$ cat src/rtl/div_unit.sv
// Iterative restoring divider for RV32M DIV/DIVU/REM/REMU using a start/busy/done handshake.
// Optional build macro DIV_EARLY_OUT_EN: divide-by-zero and signed overflow complete in one cycle.
module div_unit #(
    parameter int XLEN = 32
) (
    input  logic            i_clk,
    input  logic            i_rst,
    input  logic            i_start,
    input  logic [1:0]      i_op,
    input  logic [XLEN-1:0] i_rs1,
    input  logic [XLEN-1:0] i_rs2,
    input  logic [4:0]      i_rd_in,
    output logic            o_busy,
    output logic            o_done,
    output logic [XLEN-1:0] o_result,
    output logic [4:0]      o_rd_out
);

    typedef enum logic [1:0] {
        ST_IDLE = 2'd0,
        ST_CALC = 2'd1,
        ST_FIX  = 2'd2
    } state_t;

    localparam logic [XLEN-1:0] MIN_NEG  = {1'b1, {(XLEN-1){1'b0}}};
    localparam logic [XLEN-1:0] ALL_ONES = {XLEN{1'b1}};
    localparam logic [XLEN-1:0] ZERO     = {XLEN{1'b0}};
    localparam logic [5:0]      LAST_IT  = 6'd31;

    function automatic logic [XLEN-1:0] neg(input logic [XLEN-1:0] v);
        return ~v + {{(XLEN-1){1'b0}}, 1'b1};
    endfunction

    function automatic logic [XLEN-1:0] mag(input logic [XLEN-1:0] v, input logic is_signed);
        return (is_signed & v[XLEN-1]) ? neg(v) : v;
    endfunction

    state_t          r_state;
    logic [1:0]      r_op;
    logic [4:0]      r_rd;
    logic [XLEN-1:0] r_dvs;
    logic [XLEN-1:0] r_quo;
    logic [XLEN-1:0] r_rem;
    logic [XLEN-1:0] r_dvd_orig;
    logic [5:0]      r_cnt;
    logic            r_qsign;
    logic            r_rsign;
    logic            r_dz;
    logic            r_ovf;

    logic            w_signed;
    logic            w_dz;
    logic            w_ovf;
    logic [XLEN:0]   w_shift;
    logic            w_ge;
    logic [XLEN-1:0] w_rem_next;
    logic [XLEN-1:0] w_quo_next;
    logic [XLEN-1:0] w_fix_result;

    assign w_signed = ~i_op[0];
    assign w_dz     = (i_rs2 == ZERO);
    assign w_ovf    = w_signed & (i_rs1 == MIN_NEG) & (i_rs2 == ALL_ONES);

    // One restoring step: the shifted partial remainder needs XLEN+1 bits before the compare.
    always_comb begin
        w_shift    = {r_rem, r_quo[XLEN-1]};
        w_ge       = (w_shift >= {1'b0, r_dvs});
        w_quo_next = {r_quo[XLEN-2:0], w_ge};
        if (w_ge) begin
            w_rem_next = w_shift[XLEN-1:0] - r_dvs;
        end else begin
            w_rem_next = w_shift[XLEN-1:0];
        end
    end

    // Sign correction with RISC-V special-case overrides taking priority.
    always_comb begin
        w_fix_result = ZERO;
        if (r_dz) begin
            w_fix_result = r_op[1] ? r_dvd_orig : ALL_ONES;
        end else if (r_ovf) begin
            w_fix_result = r_op[1] ? ZERO : MIN_NEG;
        end else if (r_op[1]) begin
            w_fix_result = (r_rsign & ~r_op[0]) ? neg(r_rem) : r_rem;
        end else begin
            w_fix_result = (r_qsign & ~r_op[0]) ? neg(r_quo) : r_quo;
        end
    end

    // Control FSM, datapath registers and registered handshake outputs.
    always_ff @(posedge i_clk) begin
        if (i_rst) begin
            r_state    <= ST_IDLE;
            r_op       <= 2'd0;
            r_rd       <= 5'd0;
            r_dvs      <= ZERO;
            r_quo      <= ZERO;
            r_rem      <= ZERO;
            r_dvd_orig <= ZERO;
            r_cnt      <= 6'd0;
            r_qsign    <= 1'b0;
            r_rsign    <= 1'b0;
            r_dz       <= 1'b0;
            r_ovf      <= 1'b0;
            o_busy     <= 1'b0;
            o_done     <= 1'b0;
            o_result   <= ZERO;
            o_rd_out   <= 5'd0;
        end else begin
            o_done <= 1'b0;
            case (r_state)
                ST_IDLE: begin
                    if (i_start) begin
                        r_op       <= i_op;
                        r_rd       <= i_rd_in;
                        r_quo      <= mag(i_rs1, w_signed);
                        r_dvs      <= mag(i_rs2, w_signed);
                        r_dvd_orig <= i_rs1;
                        r_rem      <= ZERO;
                        r_cnt      <= 6'd0;
                        r_qsign    <= i_rs1[XLEN-1] ^ i_rs2[XLEN-1];
                        r_rsign    <= i_rs1[XLEN-1];
                        r_dz       <= w_dz;
                        r_ovf      <= w_ovf;
                        o_busy     <= 1'b1;
`ifdef DIV_EARLY_OUT_EN
                        r_state    <= (w_dz | w_ovf) ? ST_FIX : ST_CALC;
`else
                        r_state    <= ST_CALC;
`endif
                    end else begin
                        o_busy <= 1'b0;
                    end
                end
                ST_CALC: begin
                    r_rem <= w_rem_next;
                    r_quo <= w_quo_next;
                    r_cnt <= r_cnt + 6'd1;
                    if (r_cnt == LAST_IT) begin
                        r_state <= ST_FIX;
                    end else begin
                        r_state <= ST_CALC;
                    end
                end
                ST_FIX: begin
                    o_result <= w_fix_result;
                    o_rd_out <= r_rd;
                    o_done   <= 1'b1;
                    o_busy   <= 1'b0;
                    r_state  <= ST_IDLE;
                end
                default: begin
                    r_state <= ST_IDLE;
                    o_busy  <= 1'b0;
                end
            endcase
        end
    end

endmodule

$ cat config.mk
export PLATFORM = sky130hd
export DESIGN_NAME = div_unit
export DESIGN_NICKNAME = d
export VERILOG_FILES = /design/src/rtl/div_unit.sv
export SDC_FILE = /design/constraint.sdc
export NUM_CORES = 1
export LEC_CHECK = 0
export CAP_MARGIN = 20
export CORE_MARGIN = 1.5
export CORE_UTILIZATION = 45
export DETAILED_ROUTE_END_ITERATION = 12
export HOLD_SLACK_MARGIN = 0.02
export PLACE_DENSITY = 0.74
export SYNTH_ARGS = -nofsm -noshare
export SYNTH_HDL_FRONTEND = slang
export SYNTH_SLANG_ARGS = --single-unit
$ cat constraint.sdc
create_clock -name i_clk -period 3.99 [get_ports i_clk]
set_input_delay 1.197 -clock i_clk [delete_from_list [all_inputs] [get_ports i_clk]]
set_output_delay 1.197 -clock i_clk [all_outputs]
set_load 0.02 [all_outputs]
==> results of run 1 <==
## where the power goes
part           switching [mW]  internal, mW
Sequential             0.0801          1.92
Clock                   0.912         0.862
Combinational           0.551         0.381
Total                    1.54          3.17
## metal layers
layer	vias up	part of all wire, %
li1	5654	-
met1	5482	43
met2	449	47
met3	73	7.0
met4	0	3.1
met5	-	0
## registers in the layout (all words and copies together) (netlist names)
signal      count
o_result       32
r_dvd_orig     32
r_dvs          32
r_quo          32
r_rem          32
r_cnt           6
o_rd_out        5
r_rd            5
r_op            2
r_state         2
o_busy          1
o_done          1
r_dz            1
r_ovf           1
r_qsign         1
## placed cells by master (no fill, tap or decap), types with 17 or more instances in the layout
cell type,synthesis,routed
sky130_fd_sc_hd__clkdlybuf4s50_1,0,111
sky130_fd_sc_hd__inv_1,68,68
sky130_fd_sc_hd__o21ai_1,39,39
sky130_fd_sc_hd__xnor2_1,79,79
sky130_fd_sc_hd__o21ai_0,90,90
sky130_fd_sc_hd__xor2_1,64,64
sky130_fd_sc_hd__clkbuf_16,0,17
sky130_fd_sc_hd__nor3_1,31,31
sky130_fd_sc_hd__ha_1,38,38
sky130_fd_sc_hd__nor2_1,148,147
sky130_fd_sc_hd__dfxtp_1,185,185
sky130_fd_sc_hd__nand2_1,208,207
sky130_fd_sc_hd__a21oi_1,193,193
sky130_fd_sc_hd__buf_4,1,35
sky130_fd_sc_hd__a211oi_1,28,28
## stage by stage
step                cells  setup WS (ps)
floorplan            1558          694.5
global placement     1934          159.8
detailed placement   1934          97.25
CTS                  1966          562.4
global route         1967          340.9
finish               1967          547.3
## worst reg2reg max path, stage by stage, from the launching register on
cell and delay (ps):
sky130_fd_sc_hd__dfxtp_1 390, sky130_fd_sc_hd__ha_1 410, sky130_fd_sc_hd__nand3_1 150, sky130_fd_sc_hd__o21ai_1 380, sky130_fd_sc_hd__a211oi_2 120, sky130_fd_sc_hd__buf_4 170
sky130_fd_sc_hd__a211o_1 370, sky130_fd_sc_hd__nand4_1 120, sky130_fd_sc_hd__and2_1 270, sky130_fd_sc_hd__buf_4 410, sky130_fd_sc_hd__mux2i_1 260, sky130_fd_sc_hd__o21ai_1 70
## cells by family (layout without fill, tap and decap cells)
kind of cell / after synthesis / count (layout) / share of synthesized area [%]
multiplexers: 15 / 15 / 1.315
XOR/XNOR: 143 / 143 / 10.70
adder cells (fa/ha/maj): 39 / 39 / 4.233
AO/OA/AOI/OAI: 504 / 504 / 26.51
flip-flops: 185 / 185 / 31.64
AND/OR/NAND/NOR: 503 / 503 / 20.11
buffers and inverters: 169 / 248 / 5.494
## final cells by class
cell class | instances | area [µm²] | share of cell area, %
clock inverters | 15 | 192.7 | 1.401
well taps | 330 | 412.9 | 3.002
multi-input cells | 1204 | 7366 | 53.56
flip-flops and latches | 185 | 3704 | 26.93
repair buffers | 147 | 1394 | 10.13
clock buffers | 17 | 425.4 | 3.093
inverters | 69 | 259.0 | 1.883
## worst paths after layout
check / slack, ps / to / startpoint
setup / recovery: 550 / r_dvs[28]$_SDFFE_PP0P_ / i_rs2[4]
hold reg to reg: 450 / r_dvs[15]$_SDFFE_PP0P_ / r_dvs[15]$_SDFFE_PP0P_
hold / removal: 450 / r_dvs[15]$_SDFFE_PP0P_ / r_dvs[15]$_SDFFE_PP0P_
setup reg to reg: 750 / r_rem[3]$_SDFFE_PP0P_ / r_rem[2]$_SDFFE_PP0P_
==> tab_implementation.tex, run 1 <==
\begin{tabular}{lr}
\hline
Metric & Value \\
\hline
\multicolumn{2}{l}{\textbf{Setup path}} \\
\quad Combined buffer and inverter count along the critical path & 1 \\
\quad Family with the most delay on the worst path & simple AND/OR/NAND/NOR gates \\
\quad Nature of the critical path endpoint & flip-flop \\
\quad Most common cell on crit path & sky130\_fd\_sc\_hd\_\_nor4\_4 \\
\quad Worst Path Max Fanout & 4 \\
\quad Cell count of the worst reg-to-reg path & 11 \\
\quad Required time at the worst-slack endpoint & 4360 ps \\
\quad Highest-delay cell along the critical path & sky130\_fd\_sc\_hd\_\_clkdlybuf4s50\_1 \\
\quad Signal arrival time at the worst endpoint & 3810 ps \\
\quad Crit-path cells & clkdlybuf4s50\_1, nor4\_1, nand2\_1, or3\_4, nor4\_4, nand4b\_2, nor4\_4, a31oi\_1, xnor2\_1, a211oi\_1 \\
\quad Crit path largest cell delay & 480 ps \\
\quad Critical path type & in2reg \\
\quad Number of gates on the worst path with buffers counted & 10 \\
\quad Kind of start point of the critical path & input pin \\
\multicolumn{2}{l}{\textbf{Floorplanning}} \\
\quad Floorplan row count & 58 \\
\quad Top-Level Pins & 113 \\
\quad Die extent in y & 164.3 µm \\
\quad Horiz. Die Dim & 164.3 µm \\
\quad Placeable Area & 25330 µm² \\
\quad Starting utilization of the core area & 46.22\% \\
\quad Die area & 26990 µm² \\
\multicolumn{2}{l}{\textbf{STA}} \\
\quad Unrepaired setup endpoints after global routing & no \\
\quad Clock skew after layout & 15.78 ps \\
\quad Final setup violation count & 0 \\
\quad Fraction of the cycle the final worst path needs & 86.28\% \\
\quad Worst slew pin tran & 962.8 ps \\
\quad Number of hold violations in the final report & 0 \\
\quad Final min period & 3443 ps \\
\quad Total Negative Setup Slacks & 0 ps \\
\quad Tightest slew margin relative to the limit & 35.58\% \\
\quad Hold slack final & 452.5 ps \\
\quad Slew Limit Fails & 0 \\
\quad Max Clock Freq & 0.2905 GHz \\
\multicolumn{2}{l}{\textbf{Logic synthesis}} \\
\quad Count of synthesis-stage warnings from yosys & 0 \\
\quad Distinct cell type count after synthesis & 74 \\
\quad Count of state elements after synthesis & 185 \\
\quad Synth Flop Type & sky130\_fd\_sc\_hd\_\_dfxtp\_1 \\
\quad Most common cell in the netlist & sky130\_fd\_sc\_hd\_\_nand2\_1 \\
\quad Library cell occupying the most area in the post-synthesis netlist & sky130\_fd\_sc\_hd\_\_dfxtp\_1 \\
\quad Sequential cell area fraction in the yosys report & 31.64\% \\
\quad Combined area of all synthesized cells & 11700 µm² \\
\quad Number of enable-type register cells in the synthesized netlist & 0 \\
\quad Fraction of synthesis flops using an asynchronous set or reset pin & 0\% \\
\quad Synth top area cells & sky130\_fd\_sc\_hd\_\_dfxtp\_1 (32\%), sky130\_fd\_sc\_hd\_\_a21oi\_1 (8.3\%), sky130\_fd\_sc\_hd\_\_nand2\_1 (6.7\%) \\
\quad Top-area cell type share of the netlist area & 31.64\% \\
\quad Net Count, Synth & 1671 \\
\quad Post-Synthesis Mean Instance Area & 7.513 µm² \\
\quad Synth Instances & 1558 \\
\quad Most instantiated cells after synthesis & sky130\_fd\_sc\_hd\_\_nand2\_1 (208), sky130\_fd\_sc\_hd\_\_a21oi\_1 (193), sky130\_fd\_sc\_hd\_\_dfxtp\_1 (185) \\
\multicolumn{2}{l}{\textbf{Route}} \\
\quad Antenna viol nets, final & 0 \\
\quad Via count & 11660 \\
\quad Length of the first detailed-routing pass in iterations & 9 \\
\quad Vias per inst & 5.927 \\
\quad Total detailed-routing wirelength & 35250 µm \\
\quad Per-cell routed wire length & 17.92 µm \\
\quad Drc violations & 0 \\
\quad Number of DRC markers after the initial detailed-route iteration & 1156 \\
\multicolumn{2}{l}{\textbf{Global route}} \\
\quad Global route hottest layer & met2 \\
\quad Largest net degree at the start of global routing & 46 \\
\quad GRT met3 Usage & 4.369\% \\
\quad Number of global-route vias before repair & 10880 \\
\quad Met1 usage in global routing & 34.95\% \\
\quad GRT met2 Usage & 43.13\% \\
\quad Antenna violations before repair & 0 \\
\quad Global-route wire length before repair & 56080 µm \\
\quad Residual overflow from global routing & 0 \\
\quad Global routing usage summed across all routing layers & 26.30\% \\
\multicolumn{2}{l}{\textbf{CTS}} \\
\quad Clock network latency to the later pin of the worst-skew pair & 450 ps \\
\quad Clock Sinks & 185 \\
\quad TritonCTS clock tree & yes \\
\quad Post CTS Setup Buffer Count & 0 \\
\quad Gates resized, CTS repair & 0 \\
\quad Buffer cell driving the clock tree root & sky130\_fd\_sc\_hd\_\_clkbuf\_16 \\
\quad Number of buffers created by CTS & 17 \\
\quad H-tree Lvls & 4 \\
\quad Cts-stage hold buffer count & 0 \\
\quad Buffer depth of the longest clock path & 2 \\
\quad Clock-pin transition on the worst setup and hold timing paths & 80 ps \\
\multicolumn{2}{l}{\textbf{Finish}} \\
\quad Total of fill cells in the finished design & 2394 \\
\quad Area Growth Syn to Fin & 17.50\% \\
\quad Final layout net count & 1737 \\
\quad Ant diodes & 0 \\
\quad Summed area of non-filler cells in the final layout & 13750 µm² \\
\quad Share of the core filled with cells in the final layout & 54.30\% \\
\quad Proportion of layout cells with a drive suffix above 1 & 6.292\% \\
\multicolumn{2}{l}{\textbf{Hold path}} \\
\quad Hold Path Class & reg2reg \\
\quad Hold path cells & 2 \\
\multicolumn{2}{l}{\textbf{Placed design}} \\
\quad Detailed placer's ending HPWL & 25840 µm \\
\quad Total of buffers placed on input and output ports & 112 \\
\quad Final estimated routing congestion in global placement & 0.9307 \\
\quad Placement-stage cell area & 13130 µm² \\
\multicolumn{2}{l}{\textbf{Pwr}} \\
\quad Power per standard cell area & 342.3 nW/µm² \\
\quad Total design power & 4.708 mW \\
\quad IR Drop Worst-Case VDD & 0.0002994 V \\
\quad Static Leak & 5.049 nW \\
\multicolumn{2}{l}{\textbf{Outcome}} \\
\quad Run status & finished clean \\
\multicolumn{2}{l}{\textbf{Flow run}} \\
\quad Count of maximum capacitance violations & 0 \\
\hline
\end{tabular}
Note: power is estimated with default switching activity, not from simulation.
==> run 2: changes to the inputs <==
CORE_MARGIN = 10   (was 1.5)
HOLD_SLACK_MARGIN = 0.15   (was 0.02)
==> run 2 against run 1 <==
Against the previous run:
- hold slack got worse by 0.89 ps
- non-clock buffer count rose by 2
- sequential share of layout area barely moved
- power fell by 0.93%
- largest power group unchanged
- sequential cell count did not move
- clock skew barely moved
- critical path depth did not move
- clock power fell by 2%
- global-route usage fell by 4.8 points
- sequential power barely moved
- maximum frequency fell by 4.2%
- die area rose by 22%
==> tab_implementation.tex, run 2 (same netlist as run 1, synthesis figures left out) <==
\begin{tabular}{lr}
\hline
Metric & Value \\
\hline
\multicolumn{2}{l}{\textbf{Outcome}} \\
\quad Run status & finished clean \\
\multicolumn{2}{l}{\textbf{Setup path}} \\
\quad Highest-delay cell along the critical path & sky130\_fd\_sc\_hd\_\_clkdlybuf4s50\_1 \\
\quad Signal arrival time at the worst endpoint & 3950 ps (+140 ps) \\
\quad Required time at the worst-slack endpoint & 4340 ps (-20 ps) \\
\quad Crit-path cells & clkdlybuf4s50\_1, nor4\_1, nand2\_1, or3\_4, nor4\_4, nand4b\_2, nor4\_4, a31oi\_1, xnor2\_1, a211oi\_1 \\
\quad Crit path largest cell delay & 460 ps (-20 ps) \\
\quad Worst Path Max Fanout & 6 (+2) \\
\quad Most common cell on crit path & sky130\_fd\_sc\_hd\_\_nor4\_4 \\
\quad Nature of the critical path endpoint & flip-flop \\
\quad Flop-to-flop setup slack & 700 ps (-50 ps) \\
\quad Critical path type & in2reg \\
\quad Kind of start point of the critical path & input pin \\
\multicolumn{2}{l}{\textbf{Floorplanning}} \\
\quad Placeable Area & 25400 µm² (+0.29\%) \\
\quad Die extent in y & 181.3 µm (+10\%) \\
\quad Top-Level Pins & 113 (unchanged) \\
\quad Floorplan row count & 58 (unchanged) \\
\quad Starting utilization of the core area & 46.08\% (-0.13 points) \\
\quad Die area & 32860 µm² (+22\%) \\
\quad Horiz. Die Dim & 181.3 µm (+10\%) \\
\multicolumn{2}{l}{\textbf{Global route}} \\
\quad Number of global-route vias before repair & 11050 (+1.6\%) \\
\quad Antenna violations before repair & 0 (unchanged) \\
\quad Residual overflow from global routing & 0 (unchanged) \\
\quad Global routing usage summed across all routing layers & 21.51\% (-4.8 points) \\
\quad Largest net degree at the start of global routing & 82 (+78\%) \\
\quad Global-route wire length before repair & 59130 µm (+5.4\%) \\
\multicolumn{2}{l}{\textbf{CTS}} \\
\quad Gates resized, CTS repair & 0 (unchanged) \\
\quad Clock Sinks & 185 (unchanged) \\
\quad H-tree Lvls & 4 (unchanged) \\
\quad Cts-stage hold buffer count & 0 (unchanged) \\
\quad Clock network latency to the later pin of the worst-skew pair & 450 ps (about the same) \\
\quad Number of buffers created by CTS & 17 (unchanged) \\
\quad TritonCTS clock tree & yes \\
\quad Buffer cell driving the clock tree root & sky130\_fd\_sc\_hd\_\_clkbuf\_16 \\
\quad Clock-pin transition on the worst setup and hold timing paths & 70 ps (about the same) \\
\quad Buffer depth of the longest clock path & 2 (unchanged) \\
\quad Post CTS Setup Buffer Count & 0 (unchanged) \\
\multicolumn{2}{l}{\textbf{Route}} \\
\quad Number of DRC markers after the initial detailed-route iteration & 1179 (+2.0\%) \\
\quad Drc violations & 0 (unchanged) \\
\quad Antenna viol nets, final & 0 (unchanged) \\
\quad Vias per inst & 5.883 (-0.74\%) \\
\quad Per-cell routed wire length & 18.38 µm (+2.5\%) \\
\quad Via count & 11580 (-0.63\%) \\
\quad Length of the first detailed-routing pass in iterations & 6 (-3) \\
\quad Total detailed-routing wirelength & 36180 µm (+2.6\%) \\
\multicolumn{2}{l}{\textbf{STA}} \\
\quad Clock skew after layout & 15.30 ps (-0.4885 ps) \\
\quad Crit path setup slack, layout & 397.7 ps (-149.6 ps) \\
\quad Fraction of the cycle the final worst path needs & 90.03\% (+3.8 points) \\
\quad Unrepaired setup endpoints after global routing & no \\
\quad Final min period & 3592 ps (+149.6 ps) \\
\quad Tightest slew margin relative to the limit & 35.86\% (+0.28 points) \\
\quad Slew Limit Fails & 0 (unchanged) \\
\quad Final setup violation count & 0 (unchanged) \\
\quad Max Clock Freq & 0.2784 GHz (-4.2\%) \\
\quad Worst slew pin tran & 958.5 ps (-4.253 ps) \\
\quad Number of hold violations in the final report & 0 (unchanged) \\
\multicolumn{2}{l}{\textbf{Pwr}} \\
\quad Static Leak & 5.059 nW (+0.18\%) \\
\quad Power per standard cell area & 338.9 nW/µm² (-0.99\%) \\
\quad IR Drop Worst-Case VDD & 0.0002085 V (-30\%) \\
\multicolumn{2}{l}{\textbf{Finish}} \\
\quad Proportion of layout cells with a drive suffix above 1 & 6.345\% (+0.053 points) \\
\quad Most common cell after layout, fill and taps aside & sky130\_fd\_sc\_hd\_\_nand2\_1 \\
\quad Summed area of non-filler cells in the final layout & 13760 µm² (about the same) \\
\quad Area Growth Syn to Fin & 17.56\% (about the same) \\
\quad Ant diodes & 0 (unchanged) \\
\quad Final layout net count & 1739 (+0.12\%) \\
\quad Most frequent cells in the layout & sky130\_fd\_sc\_hd\_\_nand2\_1 (208), sky130\_fd\_sc\_hd\_\_a21oi\_1 (193), sky130\_fd\_sc\_hd\_\_dfxtp\_1 (185) \\
\multicolumn{2}{l}{\textbf{Placed design}} \\
\quad Placement-stage cell area & 13150 µm² (+0.15\%) \\
\quad Detailed placer's ending HPWL & 26350 µm (+2.0\%) \\
\quad Final estimated routing congestion in global placement & 0.9281 (-0.28\%) \\
\quad Setup slack after placement & -46.06 ps (-143.3 ps) \\
\quad Total of buffers placed on input and output ports & 112 (unchanged) \\
\multicolumn{2}{l}{\textbf{Hold path}} \\
\quad Hold Path Class & reg2reg \\
\multicolumn{2}{l}{\textbf{Flow run}} \\
\quad Count of maximum capacitance violations & 0 (unchanged) \\
\hline
\end{tabular}
-- run 2: cell count changes in the layout (fill, tap and decap cells not counted) --
cell                       previous run  this run
sky130_fd_sc_hd__nand2_2              2         1
sky130_fd_sc_hd__buf_4               35        37
sky130_fd_sc_hd__nand2_1            207       208
sky130_fd_sc_hd__inv_12               2         1
sky130_fd_sc_hd__inv_8                2         3
sky130_fd_sc_hd__inv_6                4         3
sky130_fd_sc_hd__clkinv_4             0         1
-- run 2: area by class of cell --
cell class | count | area (µm²)
flip-flops and latches | 185 | 3704
repair buffers | 149 | 1409
clock buffers | 17 | 425.4
inverters | 69 | 259.0
well taps | 330 | 412.9
fillers | 2460 | 11640
clock inverters | 15 | 187.7
multi-input cells | 1204 | 7363
-- run 2: path summary, 6_finish.rpt --
kind / endpoint / cells after the start / start
max reg2reg: r_rem[14]$_SDFFE_PP0P_ / 12 / r_rem[2]$_SDFFE_PP0P_
max: r_dvs[28]$_SDFFE_PP0P_ / 10 / i_rs2[5]
min reg2reg: o_result[11]$_SDFFE_PP0P_ / 2 / o_result[11]$_SDFFE_PP0P_
min: o_result[11]$_SDFFE_PP0P_ / 2 / o_result[11]$_SDFFE_PP0P_
-- run 2: layer usage --
layer / vias to the layer above / global-route usage (%) / wire (µm)
met5: - / 0 / 0
met4: 0 / 5.597 / 565
met3: 50 / 3.457 / 2353
met2: 432 / 35.61 / 17010
met1: 5442 / 28.37 / 16250
li1: 5660 / - / -
-- run 2: stage by stage --
step / cells / utilization (%) / TNS, ps / hold WS (ps) / power, mW
2_1_floorplan: 1558 / - / 0 / 431.9 / 2.643
3_3_place_gp: 1937 / 51.76 / 0 / 439.0 / 2.940
3_5_place_dp: 1937 / 51.76 / -106.4 / 442.7 / 2.954
4_1_cts: 1969 / 54.18 / 0 / 453.4 / 4.676
5_1_grt: 1969 / 54.18 / 0 / 465.8 / 4.876
6_report: 1969 / 54.18 / 0 / 451.6 / 4.664
-- run 2: power by group --
group	switching, mW	internal [mW]	leakage, nW
clock	0.879	0.856	0.298
sequential	0.0775	1.92	1.51
combinational	0.547	0.381	3.25
-- run 2: worst max-delay path: cells and delay by family --
| family | cells | cell delay [ps] |
|---|---|---|
| buf+inv | 1 | 460 |
| compound gates | 2 | 380 |
| simple gates | 6 | 1780 |
| xor+xnor | 1 | 140 |
==> edit (config.mk and constraints of run 2) <==
Re-encode `state_t` (3 states) as one-hot, 3 bits wide.
--- a/src/rtl/div_unit.sv
+++ b/src/rtl/div_unit.sv
@@ -16,10 +16,10 @@
     output logic [4:0]      o_rd_out
 );
 
-    typedef enum logic [1:0] {
-        ST_IDLE = 2'd0,
-        ST_CALC = 2'd1,
-        ST_FIX  = 2'd2
+    typedef enum logic [2:0] {
+        ST_IDLE = 3'b001,
+        ST_CALC = 3'b010,
+        ST_FIX  = 3'b100
     } state_t;
 
     localparam logic [XLEN-1:0] MIN_NEG  = {1'b1, {(XLEN-1){1'b0}}};
Check against the original RTL: same outputs for any inputs over 10 cycles, from zero or initial values and one cycle with i_rst high; not proved beyond that.
==> edit against run 2 <==
- area after synthesis up 4.1%
- largest cell class unchanged
- wire length up 13%
- cell count grew 3.4%
- count of clock-buffer cells in the layout stayed put
- worst setup slack better by 110 ps
- maximum frequency up 3.2%
- power grew 3.4%
- clock skew grew 0.91 ps
- design area increased by 3.2%
- sequential cell count increased by 1
- utilization decreased by 1.2 points
==> edit: results (changes against run 2) <==
<table>
<tr><th>Metric</th><th>Value</th></tr>
<tr><th colspan="2">Final layout</th></tr>
<tr><td>Final net count</td><td>1794 (+3.2%)</td></tr>
<tr><td>Filler Cell Count</td><td>2554 (+3.8%)</td></tr>
<tr><th colspan="2">Timing</th></tr>
<tr><td>Actual slew at the worst max-slew pin</td><td>1020 ps (+62.2 ps)</td></tr>
<tr><td>Worst clock skew</td><td>16.2 ps (+0.908 ps)</td></tr>
<tr><th colspan="2">Logic synthesis</th></tr>
<tr><td>Cells taking the most area after synthesis</td><td>dfxtp_1 (31%), a21oi_1 (7.3%), nand2_1 (7.0%), xnor2_1 (5.3%), xor2_1 (4.8%)</td></tr>
<tr><td>Number of nets in the synthesized netlist</td><td>1729 (+3.5%)</td></tr>
<tr><td>Sequential element share of the synthesized area</td><td>30.6% (-1.1 points)</td></tr>
<tr><td>Top cell types by occurrence after synthesis</td><td>nand2_1 (227), dfxtp_1 (186), a21oi_1 (178)</td></tr>
<tr><td>Syn avg cell area</td><td>7.54 µm² (+0.36%)</td></tr>
<tr><td>Distinct cell type count after synthesis</td><td>78 (+5.4%)</td></tr>
<tr><th colspan="2">Drt</th></tr>
<tr><td>Met1 layer wirelength in the final routing</td><td>18100 µm (+12%)</td></tr>
<tr><td>Wire length on met2</td><td>18000 µm (+5.9%)</td></tr>
<tr><td>TritonRoute pass-1 iters</td><td>5 (-1)</td></tr>
<tr><td>Vias/cell</td><td>6.05 (+2.8%)</td></tr>
<tr><th colspan="2">Global routing</th></tr>
<tr><td>All-layer global routing usage</td><td>23.5% (+2.0 points)</td></tr>
<tr><td>Pin count of the biggest net entering global routing</td><td>64 (-22%)</td></tr>
<tr><td>Global-route met2 utilization</td><td>35.7% (+0.12 points)</td></tr>
<tr><td>Via count of the first global-routing pass</td><td>11500 (+3.8%)</td></tr>
<tr><td>Initial antenna violation count</td><td>1 (+1)</td></tr>
<tr><td>Global-route track usage on met3</td><td>6.52% (+3.1 points)</td></tr>
<tr><th colspan="2">Power</th></tr>
<tr><td>Worst voltage drop across the vdd grid</td><td>243 µV (+16%)</td></tr>
<tr><td>Total power</td><td>4.82 mW (+3.4%)</td></tr>
<tr><td>Flop+latch power</td><td>2.04 mW (+2%)</td></tr>
<tr><td>Static Leakage</td><td>5.39 nW (+6.5%)</td></tr>
<tr><th colspan="2">Setup path</th></tr>
<tr><td>CP Data Arrival Time</td><td>3840 ps (-110 ps)</td></tr>
<tr><td>Highest net fanout along the worst path</td><td>5 (-1)</td></tr>
<tr><th colspan="2">Placed design</th></tr>
<tr><td>Detailed placement HPWL</td><td>30700 µm (+17%)</td></tr>
<tr><td>Routability Congestion</td><td>0.964 (+3.9%)</td></tr>
<tr><th colspan="2">Run status</th></tr>
<tr><td>Run status</td><td>finished, final reports clean</td></tr>
</table>
[edit: path summary, 6_finish.rpt]
| check | start | endpoint | slack, ps | depth (start not counted) |
|---|---|---|---|---|
| setup / recovery | i_rs2[0] | r_dvs[30]$_SDFFE_PP0P_ | 510 | 11 |
| hold / removal | r_rd[3]$_SDFFE_PP0P_ | o_rd_out[3]$_SDFFE_PP0P_ | 460 | 2 |
| setup reg to reg | r_dvs[0]$_SDFFE_PP0P_ | r_rem[24]$_SDFFE_PP0P_ | 680 | 11 |
| hold reg to reg | r_rd[3]$_SDFFE_PP0P_ | o_rd_out[3]$_SDFFE_PP0P_ | 460 | 2 |
[edit: cells by family (layout without fill, tap and decap cells)]
| family | after synthesis | after routing | synth area share (%) |
|---|---|---|---|
| buf+inv | 169 | 247 | 5.73 |
| fa+ha+maj | 39 | 39 | 4.07 |
| mux | 21 | 21 | 1.78 |
| flops | 186 | 186 | 30.6 |
| xor+xnor | 141 | 141 | 10.1 |
| compound gates | 511 | 511 | 26.6 |
| simple gates | 549 | 549 | 21.2 |
[edit: layout make-up]
class | instances | share of cell area (%)
multi-input cells | 1261 | 54.7
flip-flops and latches | 186 | 26.2
repair buffers | 152 | 10.2
well taps | 341 | 3.00
clock buffers | 17 | 2.99
inverters | 63 | 1.66
clock inverters | 15 | 1.22
[edit: stage by stage]
step / area, µm² / utilization (%) / worst slack, ps
finish: 14200 / 53.0 / 510
global route: 14200 / 53.0 / 312
CTS: 14200 / 53.0 / 519
detailed placement: 13600 / 50.8 / 63.0
global placement: 13600 / 50.8 / 154
floorplan: 12200 / - / 794
[edit: worst max-delay path, stage by stage]
cell	delay, ps
clkdlybuf4s50_1	480
inv_1	90
ha_1	160
nor3b_1	400
nand3b_1	300
nor3_4	270
and2_4	200
nand2_4	70
o41ai_2	320
xor2_1	110
a211oi_1	230
